[src/rtl/mem_port_arbiter.sv]
// mem_port_arbiter: shares one single-port synchronous SRAM between CPU
// instruction fetch (IF), CPU load/store (LS) and a debug/loader port (DBG).
// Fixed priority DBG > LS > IF, with IF promoted over LS after a run of
// denied cycles, an exclusive debug lock mode, and a sticky end-of-program
// flag raised by a write of DONE_VALUE to DONE_ADDR.
`timescale 1ns/1ps

module mem_port_arbiter #(
  parameter int unsigned         ADDR_W       = 16,
  parameter int unsigned         DATA_W       = 32,
  parameter int unsigned         STARVE_LIMIT = 4,
  parameter logic [ADDR_W-1:0]   DONE_ADDR    = 16'hFFFF,
  parameter logic [DATA_W-1:0]   DONE_VALUE   = 32'hFFFF_F000
) (
  input  logic              clk,
  input  logic              rst,
  // instruction fetch (read only)
  input  logic              if_req,
  input  logic [ADDR_W-1:0] if_addr,
  output logic              if_gnt,
  output logic              if_rvalid,
  output logic [DATA_W-1:0] if_rdata,
  // load/store
  input  logic              ls_req,
  input  logic              ls_we,
  input  logic [ADDR_W-1:0] ls_addr,
  input  logic [DATA_W-1:0] ls_wdata,
  output logic              ls_gnt,
  output logic              ls_rvalid,
  output logic [DATA_W-1:0] ls_rdata,
  // debug / loader
  input  logic              dbg_lock,
  input  logic              dbg_req,
  input  logic              dbg_we,
  input  logic [ADDR_W-1:0] dbg_addr,
  input  logic [DATA_W-1:0] dbg_wdata,
  output logic              dbg_gnt,
  output logic              dbg_rvalid,
  output logic [DATA_W-1:0] dbg_rdata,
  // SRAM side
  output logic              mem_enable,
  output logic              mem_write,
  output logic [ADDR_W-1:0] mem_address,
  output logic [DATA_W-1:0] mem_in,
  input  logic [DATA_W-1:0] mem_out,
  // status
  output logic              done,
  output logic              locked
);

  typedef enum logic {ST_NORMAL = 1'b0, ST_LOCKED = 1'b1} state_t;
  typedef enum logic [1:0] {OWN_NONE = 2'd0, OWN_IF = 2'd1, OWN_LS = 2'd2, OWN_DBG = 2'd3} owner_t;

  localparam logic [3:0] STARVE_MAX = 4'(STARVE_LIMIT);

  state_t     state_q;
  logic       locked_q;
  logic [3:0] starve_q, starve_d;
  owner_t     owner_q, owner_d;
  logic       done_q, done_d;
  logic       promote_if;

  assign promote_if = (starve_q == STARVE_MAX);

  // Grant selection and SRAM request mux; everything is forced idle during reset.
  always_comb begin
    if_gnt      = 1'b0;
    ls_gnt      = 1'b0;
    dbg_gnt     = 1'b0;
    mem_write   = 1'b0;
    mem_address = '0;
    mem_in      = '0;
    if (!rst) begin
      if (dbg_req) begin
        dbg_gnt = 1'b1;
      end else if (state_q == ST_NORMAL) begin
        if (promote_if && if_req) begin
          if_gnt = 1'b1;
        end else if (ls_req) begin
          ls_gnt = 1'b1;
        end else if (if_req) begin
          if_gnt = 1'b1;
        end
      end
    end
    if (dbg_gnt) begin
      mem_write   = dbg_we;
      mem_address = dbg_addr;
      mem_in      = dbg_wdata;
    end else if (ls_gnt) begin
      mem_write   = ls_we;
      mem_address = ls_addr;
      mem_in      = ls_wdata;
    end else if (if_gnt) begin
      mem_address = if_addr;
    end
  end

  assign mem_enable = if_gnt | ls_gnt | dbg_gnt;

  // Next values for the starvation counter, read owner tag and finish flag.
  always_comb begin
    starve_d = starve_q;
    if (state_q == ST_LOCKED || !if_req || if_gnt) begin
      starve_d = 4'd0;
    end else if (starve_q != STARVE_MAX) begin
      starve_d = starve_q + 4'd1;
    end

    owner_d = OWN_NONE;
    if (dbg_gnt && !dbg_we) begin
      owner_d = OWN_DBG;
    end else if (ls_gnt && !ls_we) begin
      owner_d = OWN_LS;
    end else if (if_gnt) begin
      owner_d = OWN_IF;
    end

    done_d = done_q;
    if (mem_enable && mem_write && (mem_address == DONE_ADDR) && (mem_in == DONE_VALUE)) begin
      done_d = 1'b1;
    end
  end

  // Lock FSM with registered locked output, plus all control state.
  always_ff @(posedge clk) begin
    if (rst) begin
      state_q  <= ST_NORMAL;
      locked_q <= 1'b0;
      starve_q <= 4'd0;
      owner_q  <= OWN_NONE;
      done_q   <= 1'b0;
    end else begin
      if (state_q == ST_NORMAL) begin
        if (dbg_lock) begin
          state_q  <= ST_LOCKED;
          locked_q <= 1'b1;
        end
      end else begin
        if (!dbg_lock) begin
          state_q  <= ST_NORMAL;
          locked_q <= 1'b0;
        end
      end
      starve_q <= starve_d;
      owner_q  <= owner_d;
      done_q   <= done_d;
    end
  end

  // A read granted just before reset must not report valid data while reset
  // is high, so the decoded owner tag is gated by rst.
  assign if_rvalid  = (owner_q == OWN_IF)  && !rst;
  assign ls_rvalid  = (owner_q == OWN_LS)  && !rst;
  assign dbg_rvalid = (owner_q == OWN_DBG) && !rst;

  assign if_rdata  = mem_out;
  assign ls_rdata  = mem_out;
  assign dbg_rdata = mem_out;

  assign done   = done_q;
  assign locked = locked_q;

endmodule

[config.mk]
export PLATFORM = sky130hd
export DESIGN_NAME = mem_port_arbiter
export DESIGN_NICKNAME = d
export VERILOG_FILES = /design/src/rtl/mem_port_arbiter.sv
export SDC_FILE = /design/constraint.sdc
export NUM_CORES = 1
export LEC_CHECK = 0
export BUFFER_PORTS_ARGS = -buffer_cell sky130_fd_sc_hd__buf_2
export CORE_AREA = 8 8 113 115
export CTS_BUF_LIST = sky130_fd_sc_hd__clkbuf_16
export DETAILED_ROUTE_END_ITERATION = 6
export DIE_AREA = 0 0 121 123
export SETUP_SLACK_MARGIN = 0.3
export SYNTH_ARGS = -nofsm -noshare
export SYNTH_HDL_FRONTEND = slang
export SYNTH_SLANG_ARGS = --single-unit
[constraint.sdc]
create_clock -name clk -period 3.25 [get_ports clk]
set_clock_uncertainty 0.2 [all_clocks]
set_input_delay 0.1625 -clock clk [delete_from_list [all_inputs] [get_ports clk]]
set_output_delay 0.1625 -clock clk [all_outputs]
set_load 0.005 [all_outputs]
== Yosys cells after proc, flatten, opt, wreduce, memory -nomap -nowiden ==
Cells that the tools add are included.
Storage, ports and cells
  output and inout port bits: 154
  logic and storage cells: 61
  bits of input ports: 152
  bits in registers: 9
Cells by class
  reductions and logical operators: 18
  equal/unequal tests: 8
  add/subtract/negate cells: 1
  bitwise gates (word level): 2
  multiplexer cells: 27
Operators with widths (count)
  $mux 32: 2
  $mux 16: 3
  $eq 32x32->1 const B: 1
  $mux 1: 20
  $eq 16x16->1 const B: 1
  $logic_and 1x1->1: 9
  $add 4x1->4 const B: 1
  $eq 2x2->1 const B: 2
  $eq 4x3->1 const B: 1
  $logic_not 1->1: 4
  $mux 2: 2
  $ne 4x3->1 const B: 1
  $eq 2x1->1 const B: 1
  $logic_or 1x1->1: 2
  $ne 2x2->1 const B: 1
  $or 1x1->1: 2
  $reduce_and 2->1: 1
  $reduce_bool 2->1: 1
  $reduce_or 2->1: 1

== Longest topological paths before layout ==
Gate-level depths: netlist (run 1).
  depth after elaboration: 12
  mapped depth: 11
  mapped depth without buffers: 9

== Worst setup path before layout (run 1) ==
No wires, ideal clock.
  path type: reg-to-output
  from: register starve_q[0]
  to: output mem_in[10]
  required time: 2887 ps
  stages on the path, launching flop included: 10
  path slack: 1041 ps
  path buffers: 3
  data arrival time: 1847 ps
  cells stage by stage: dfxtp_1 -> inv_1 -> ha_1 -> nand3b_4 -> o21ai_1 -> inv_2 -> buf_2 -> buf_4 -> clkbuf_1 -> a22o_1
On the way
  cells in the longest elaborated chain, start to end: 8
RTL lines
  start: declaration: RTL line 58  | logic [3:0] starve_q, starve_d;
  start signal: assignment: RTL line 145  | starve_q <= starve_d;
  $eq 4x3->1: RTL line 63  | assign promote_if = (starve_q == STARVE_MAX);
  $logic_and 1x1->1: RTL line 77  | if (promote_if && if_req) begin
  $mux 1: RTL line 77
  $mux 1: RTL line 76  | end else if (state_q == ST_NORMAL) begin
  $mux 1: RTL line 74  | if (dbg_req) begin
  $mux 1: RTL line 73  | if (!rst) begin
  named net ls_gnt: RTL line 28  | output logic ls_gnt,
  $mux 32: RTL line 90  | end else if (ls_gnt) begin
  $mux 32: RTL line 86  | if (dbg_gnt) begin
  end: declaration: RTL line 44  | output logic [DATA_W-1:0] mem_in,
The timed path passes the listed nets, and every way through them passes these cells.

== Final worst setup path (run 1) ==
  from: register starve_q[0]
  to: output mem_in[23]
On the way
  cells in the longest elaborated chain, start to end: 8
RTL lines (RTL line)
  $eq 4x3->1: 63
  $logic_and 1x1->1: 77
  $mux 1: 77
  $mux 1: 76
  $mux 1: 74
  $mux 1: 73
  $mux 32: 90
  $mux 32: 86
Every way passes these cells.

==> flow_summary.json, run 1 <==
{
  "status": "completed",
  "cts_tree": "done",
  "synth.most_common_cell": "sky130_fd_sc_hd__buf_4",
  "path_cells": "inv_1 > ha_1 > nand3b_4 > o21ai_1 > clkinv_2 > buf_4 > a22o_1 > buf_2",
  "vias_per_cell": 4.53,
  "grt_pass1_vias": 2453,
  "timing.max_cap.violations": 0,
  "insertion_delay_ns": 0.23,
  "timing.max_slew.rel_slack": 0.665,
  "timing.setup.critical_path_class": "reg2out",
  "max-clock-path-buffers": 2,
  "post_synth_instance_area_um2": 2010,
  "yosysWarnings": 0,
  "cellLeakagePower_nw": 1.34,
  "intPower_mw": 0.402,
  "globalRouteOverflowTotal": 0,
  "synth_common_cells": "sky130_fd_sc_hd__buf_4 (97), sky130_fd_sc_hd__a22o_1 (32), sky130_fd_sc_hd__inv_1 (21)",
  "core.rowCount": 39,
  "timing_max_transition_violations_final": 0,
  "critical_path_peak_fanout": 33,
  "finalHoldViolations": 0,
  "worst_hold_startpoint": "rst",
  "cell_area_after_layout_um2": 2440,
  "netlist-cell-type-count": 41,
  "design_power_total_mw": 0.572,
  "port-buffer-count": 177,
  "critPathRequiredTime_ns": 2.89,
  "finalWirelength_mm": 8.98,
  "final_layout_size_suffix_gt1_frac": 0.560,
  "setup.worst_path.start_class": "flip-flop",
  "finalCriticalPeriod_ns": 2.80,
  "critical_path.reg2reg.startpoint": "starve_q[0]$_SDFFE_PP0P_",
  "cp_arrival_ns": 2.44,
  "crit_cells": 8,
  "worst_r2r_endpoint": "done$_SDFFE_PP0P_",
  "ioPinCount": 306,
  "share_clk_of_total_power": 0.375,
  "synth_nets": 421,
  "cts_buffers": 3,
  "rr_worst_depth": 10,
  "grt_usage": 0.111,
  "initial_core_util": 0.181,
  "syn_avg_cell_area_um2": 7.51,
  "vdd_ir_max_mv": 0.161,
  "rsz0062_at_grt": "true",
  "die-height_um": 123,
  "drt_drc_violations_left": 0,
  "h-tree-depth": 1,
  "crit_path_end_kind": "primary output",
  "final_layout_net_count": 503,
  "cp_top_family": "buffers and inverters",
  "global_route_wire_length_before_repair_mm": 13.2,
  "synth.largest_area_cell": "sky130_fd_sc_hd__buf_4",
  "area_growth_syn_to_layout_pct": 21.7,
  "ys.flop_type": "sky130_fd_sc_hd__dfxtp_1",
  "dpl.hpwl_mm": 7.59,
  "cts.root.buffer_cell": "sky130_fd_sc_hd__clkbuf_16",
  "worstHoldEndpoint": "locked$_SDFFE_PP0P_",
  "comb_power_share": 0.418,
  "globalplace.congestion": 0.761,
  "fraction_of_synthesis_flops_using_an_asynchronous_set_or_reset_pin": 0,
  "switching_share": 0.297,
  "place_area_um2": 2310,
  "drt_pre_antenna_iters": 6,
  "antenna_found_initial": 0,
  "ys_seq_elements": 9,
  "clkTransAtPathRegs_ns": 0.04,
  "share_seq_of_total_power": 0.207,
  "post_synth_inst_count": 267,
  "timing.fmax_mhz": 357,
  "power_density_nw_per_um2": 234,
  "highest_delay_cell_along_the_critical_path": "sky130_fd_sc_hd__clkinv_2",
  "fill_cells": 1245,
  "fin_util": 0.220,
  "die_area_um2": 14900,
  "initialDrtViolationCount": 145,
  "grt_start_max_net_pins": 46,
  "detail-route-antenna-nets": 0,
  "timing_worst_slew_pin_value_ns": 0.502,
  "power.net_switching_mw": 0.170,
  "reg2reg_slack_ns": 0.51,
  "crit_buf_inv": 4,
  "count_of_flip_flops_with_a_built_in_enable_after_synthesis": 0,
  "hold_class": "in2reg",
  "num_vias": 2226,
  "hold_path_depth": 2,
  "wl_per_cell_um": 18.3,
  "die_width_um": 121,
  "layout_worst_path_cycle_share": 0.862,
  "finalSetupViolCount": 0,
  "core-area_um2": 11100,
  "cells_taking_the_most_area_after_synthesis": "sky130_fd_sc_hd__buf_4 (36%), sky130_fd_sc_hd__a22o_1 (14%), sky130_fd_sc_hd__dfxtp_1 (9.0%), sky130_fd_sc_hd__a222oi_1 (7.5%), sky130_fd_sc_hd__inv_1 (3.9%)",
  "largest_stage_delay_on_the_critical_path_ns": 0.43,
  "totalNegativeSetupSlack_ns": 0,
  "synthDominantCellAreaShare": 0.363,
  "seq_area_frac_synth": 0.0898,
  "antennaDiodeCount": 0,
  "cts_sinks": 9
}
==> per-stage QoR <==
| step | instances | hold WS (ns) | setup slack (ns) |
|---|---|---|---|
| finish | 491 | 0.0138 | 0.450 |
| floorplan | 267 | 0.0568 | 1.04 |
| detailed placement | 482 | 0.125 | 0.315 |
| global route | 491 | 0.0401 | 0.203 |
| global placement | 482 | 0.125 | 0.518 |
| CTS | 490 | 0.0151 | 0.311 |
==> layout by cell type (no fill, tap or decap), types with 2 or more instances in the layout <==
cell and count:
sky130_fd_sc_hd__o21ai_0 5, sky130_fd_sc_hd__a22oi_1 2, sky130_fd_sc_hd__buf_4 5, sky130_fd_sc_hd__nand2_1 7
sky130_fd_sc_hd__dlygate4sd3_1 4, sky130_fd_sc_hd__nand3_1 11, sky130_fd_sc_hd__a21oi_1 7, sky130_fd_sc_hd__a222oi_1 15
sky130_fd_sc_hd__a22o_1 32, sky130_fd_sc_hd__nor2_1 6, sky130_fd_sc_hd__inv_1 21, sky130_fd_sc_hd__nor3_1 3
sky130_fd_sc_hd__dfxtp_1 9, sky130_fd_sc_hd__and3_1 2, sky130_fd_sc_hd__buf_2 177, sky130_fd_sc_hd__nor3b_1 2
sky130_fd_sc_hd__xnor2_1 2, sky130_fd_sc_hd__nand4_1 6, sky130_fd_sc_hd__ha_1 2, sky130_fd_sc_hd__clkbuf_16 3
sky130_fd_sc_hd__nor4_1 7
==> flip-flops by register name, indices dropped and copies added (netlist names) <==
name,count
state_q,1
done,1
owner_q,2
locked,1
starve_q,4
==> metal layers <==
layer	GRT usage	wire, um
met5	0	0
met4	0.0500	328
met3	0.0447	948
met2	0.200	4560
met1	0.111	3140
==> logic make-up (layout without fill, tap and decap cells) <==
group                      Yosys count  in the layout  share of synthesized area
DFF                                  9              9                     0.0898
xor gates and xnor gates             2              2                    0.00874
AOI/OAI and AO/OA                   68             68                      0.284
buffers and inverters              132            213                      0.444
and+or+nand+nor                     54             54                      0.161
adders and majority gates            2              2                     0.0125
==> power by group through the flow <==
stage	combinational, mW	sequential [mW]	clock, mW
after floorplan	0.187	0.119	0
after global placement	0.233	0.120	0
after detailed placement	0.236	0.120	0
after CTS	0.241	0.118	0.222
after global routing	0.264	0.119	0.230
final	0.239	0.118	0.214
==> worst register-to-register path: cells and delay by family (launching register included) <==
kind                     cells  cell delay (ns)
AO/OA/AOI/OAI                3             0.88
buffers and inverters        3             0.69
flip-flops                   1             0.34
AND/OR/NAND/NOR              3             0.30
adder cells (fa/ha/maj)      1             0.21
==> worst max-delay path by stage <==
| stage | startpoint | end |
|---|---|---|
| 2_1_floorplan | starve_q[0]$_SDFFE_PP0P_ | mem_in[10] |
| 3_3_place_gp | starve_q[0]$_SDFFE_PP0P_ | done$_SDFFE_PP0P_ |
| 3_5_place_dp | starve_q[0]$_SDFFE_PP0P_ | done$_SDFFE_PP0P_ |
| 4_1_cts | starve_q[0]$_SDFFE_PP0P_ | done$_SDFFE_PP0P_ |
| 5_1_grt | starve_q[0]$_SDFFE_PP0P_ | mem_address[14] |
| 6_report | starve_q[0]$_SDFFE_PP0P_ | mem_in[23] |
==> area by class of cell <==
class	count	area, um^2	area share
Timing Repair Buffer	187	983	0.403
Multi-Input combinational cell	126	936	0.383
Sequential cell	9	180	0.0738
Clock buffer	3	75.1	0.0308
Clock inverter	1	3.75	0.00154
Tap cell	143	179	0.0733
Inverter	22	83.8	0.0343
==> what timing repair did <==
action / CTS / global route
setup buffers: 0 / 1
resized for setup: 0 / 1
endpoints found under the setup margin: 0 / 1
hold buffers: 4 / 0
hold endpoints to repair: 4 / 0
(Power assumes the default switching activity.)
==> run 2: changes to the inputs <==
- CORE_AREA: 8 8 113 115 -> 2 2 120 122
- DIE_AREA: 0 0 121 123 -> 0 0 122 124
==> run 2 against run 1 <==
The run now ends with DRC left. Non-clock buffer count up 4. Maximum frequency up 3.9%. Setup slack better by 0.10 ns. Critical path depth up 3. Cell area up 3.5%. Core utilization down 3.6 points. Wire length down 11%. Count of clock-buffer cells in the layout unchanged. Die area up 1.6%. Sequential share of layout area down 0.25 points. First-iteration DRC count down 9.0%. Largest cell class unchanged.
==> flow_summary.json, run 2 (synthesis results as in run 1) <==
{
  "layout_worst_path_cycle_share": 0.829,
  "grt_start_max_net_pins": 38,
  "core-area_um2": 13700,
  "violations_in_the_final_reports": "DRC",
  "final_layout_net_count": 507,
  "cts_sinks": 9,
  "grt_usage": 0.0937,
  "critical_path.reg2reg.startpoint": "starve_q[0]$_SDFFE_PP0P_",
  "global_route_wire_length_before_repair_mm": 10.9,
  "finalCriticalPeriod_ns": 2.70,
  "ioPinCount": 306,
  "h-tree-depth": 1,
  "totalNegativeSetupSlack_ns": 0,
  "max-clock-path-buffers": 2,
  "worst_r2r_endpoint": "done$_SDFFE_PP0P_",
  "timing_max_transition_violations_final": 0,
  "timing.fmax_mhz": 371,
  "mostFrequentLayoutCells": "sky130_fd_sc_hd__buf_2 (177), sky130_fd_sc_hd__a22o_1 (32), sky130_fd_sc_hd__inv_1 (20)",
  "cp_arrival_ns": 2.64,
  "timing.max_cap.violations": 0,
  "finalWirelength_mm": 8.00,
  "initial_core_util": 0.146,
  "insertion_delay_ns": 0.24,
  "largest_register_ffs": 4,
  "critical_path_peak_fanout": 37,
  "rr_worst_depth": 11,
  "antenna_found_initial": 0,
  "cts_buffers": 3,
  "setup.worst_path.start_class": "flip-flop",
  "wl_per_cell_um": 15.0,
  "die_area_um2": 15100,
  "initialDrtViolationCount": 132,
  "design_power_total_mw": 0.574,
  "dpl.hpwl_mm": 6.91,
  "finalSetupViolCount": 0,
  "cts_tree": "done",
  "finalHoldViolations": 0,
  "largest_register_by_flop_count": "starve_q",
  "rsz0062_at_grt": "true",
  "preCtsSetupSlack_ns": 0.429,
  "detail-route-antenna-nets": 0,
  "die_width_um": 122,
  "reg2reg_slack_ns": 0.55,
  "status": "finished, violations left",
  "grt_pass1_vias": 2048,
  "worst_hold_startpoint": "rst",
  "setup_slack_ns": 0.554,
  "globalplace.congestion": 0.748,
  "crit_path_end_kind": "flip-flop",
  "port-buffer-count": 177,
  "cellLeakagePower_nw": 1.37,
  "vdd_ir_max_mv": 0.178,
  "timing.setup.critical_path_class": "reg2reg",
  "vias_per_cell": 4.18,
  "core.rowCount": 43,
  "hold_class": "in2reg",
  "globalRouteOverflowTotal": 0,
  "drt_drc_violations_left": 4,
  "num_vias": 2225,
  "timing_worst_slew_pin_value_ns": 0.634,
  "crit_path_start": "starve_q[0]$_SDFFE_PP0P_",
  "drt_pre_antenna_iters": 7,
  "most_common_cell_after_layout_fill_and_taps_aside": "sky130_fd_sc_hd__buf_2",
  "die-height_um": 124,
  "power_density_nw_per_um2": 227,
  "cp-endpoint": "done$_SDFFE_PP0P_",
  "area_growth_syn_to_layout_pct": 26.0,
  "fill_cells": 1568,
  "timing.max_slew.rel_slack": 0.577,
  "critPathRequiredTime_ns": 3.19,
  "clkTransAtPathRegs_ns": 0.04,
  "antennaDiodeCount": 0,
  "cts.root.buffer_cell": "sky130_fd_sc_hd__clkbuf_16",
  "final_layout_size_suffix_gt1_frac": 0.574,
  "largest_registers_in_the_final_layout": "starve_q x4, owner_q x2"
}
## run 2: cell types whose count changed in the layout (fill, tap and decap cells not counted), sizes merged
cell    change
buf         +4
inv         +1
clkinv      -1
## run 2: layer usage
metal | GRT usage | part of all wire | wire, um
met1 | 0.107 | 0.38 | 3050
met2 | 0.164 | 0.48 | 3820
met3 | 0.0261 | 0.11 | 841
met4 | 0.0402 | 0.036 | 291
met5 | 0 | 0 | 0
## run 2: final cells by class
type	instances	area, um^2	share of cell area
inverter	22	85.1	0.0337
clock inverter	1	5.00	0.00198
clock buffer	3	75.1	0.0297
timing repair buffer	191	1010	0.401
multi-input combinational	126	942	0.373
sequential	9	180	0.0713
tap	180	225	0.0892
## run 2: how the worst min path moves through the flow
| stage | to | cells past startpoint |
|---|---|---|
| floorplan | owner_q[1]$_SDFF_PP0_ | 1 |
| global placement | ls_rdata[16] | 0 |
| detailed placement | ls_rdata[16] | 0 |
| CTS | locked$_SDFFE_PP0P_ | 2 |
| global route | locked$_SDFFE_PP0P_ | 2 |
| finish | locked$_SDFFE_PP0P_ | 2 |
## run 2: report_power, final
group	switching, mW	leakage [nW]	internal (mW)
Combinational	0.112	1.26	0.127
Sequential	0.00322	0.0737	0.115
Clock	0.0551	0.0409	0.162
## run 2: critical path: stages, from the launching register on
cell	delay (ns)
sky130_fd_sc_hd__dfxtp_1	0.38
sky130_fd_sc_hd__inv_1	0.06
sky130_fd_sc_hd__ha_1	0.24
sky130_fd_sc_hd__nand3b_4	0.13
sky130_fd_sc_hd__o21ai_1	0.12
sky130_fd_sc_hd__inv_4	0.23
sky130_fd_sc_hd__buf_12	0.23
sky130_fd_sc_hd__a222oi_1	0.14
sky130_fd_sc_hd__nor4_2	0.32
sky130_fd_sc_hd__buf_4	0.15
sky130_fd_sc_hd__nand4_1	0.10
sky130_fd_sc_hd__o32ai_1	0.28
## run 2: what timing repair did
action	in CTS	in global routing
resized for setup	0	3
buffers inserted	0	2
endpoints found under the hold margin	4	0
hold buffers	4	0
endpoints found under the setup margin	0	1
## run 2: through the flow
step,util,cells,instance area [um^2],hold slack [ns]
after floorplan,-,267,2010,0.0568
after global placement,0.174,522,2380,0.125
after detailed placement,0.174,522,2380,0.125
after CTS,0.182,530,2500,0.0208
after global routing,0.184,532,2530,0.0477
final,0.184,532,2530,0.0181
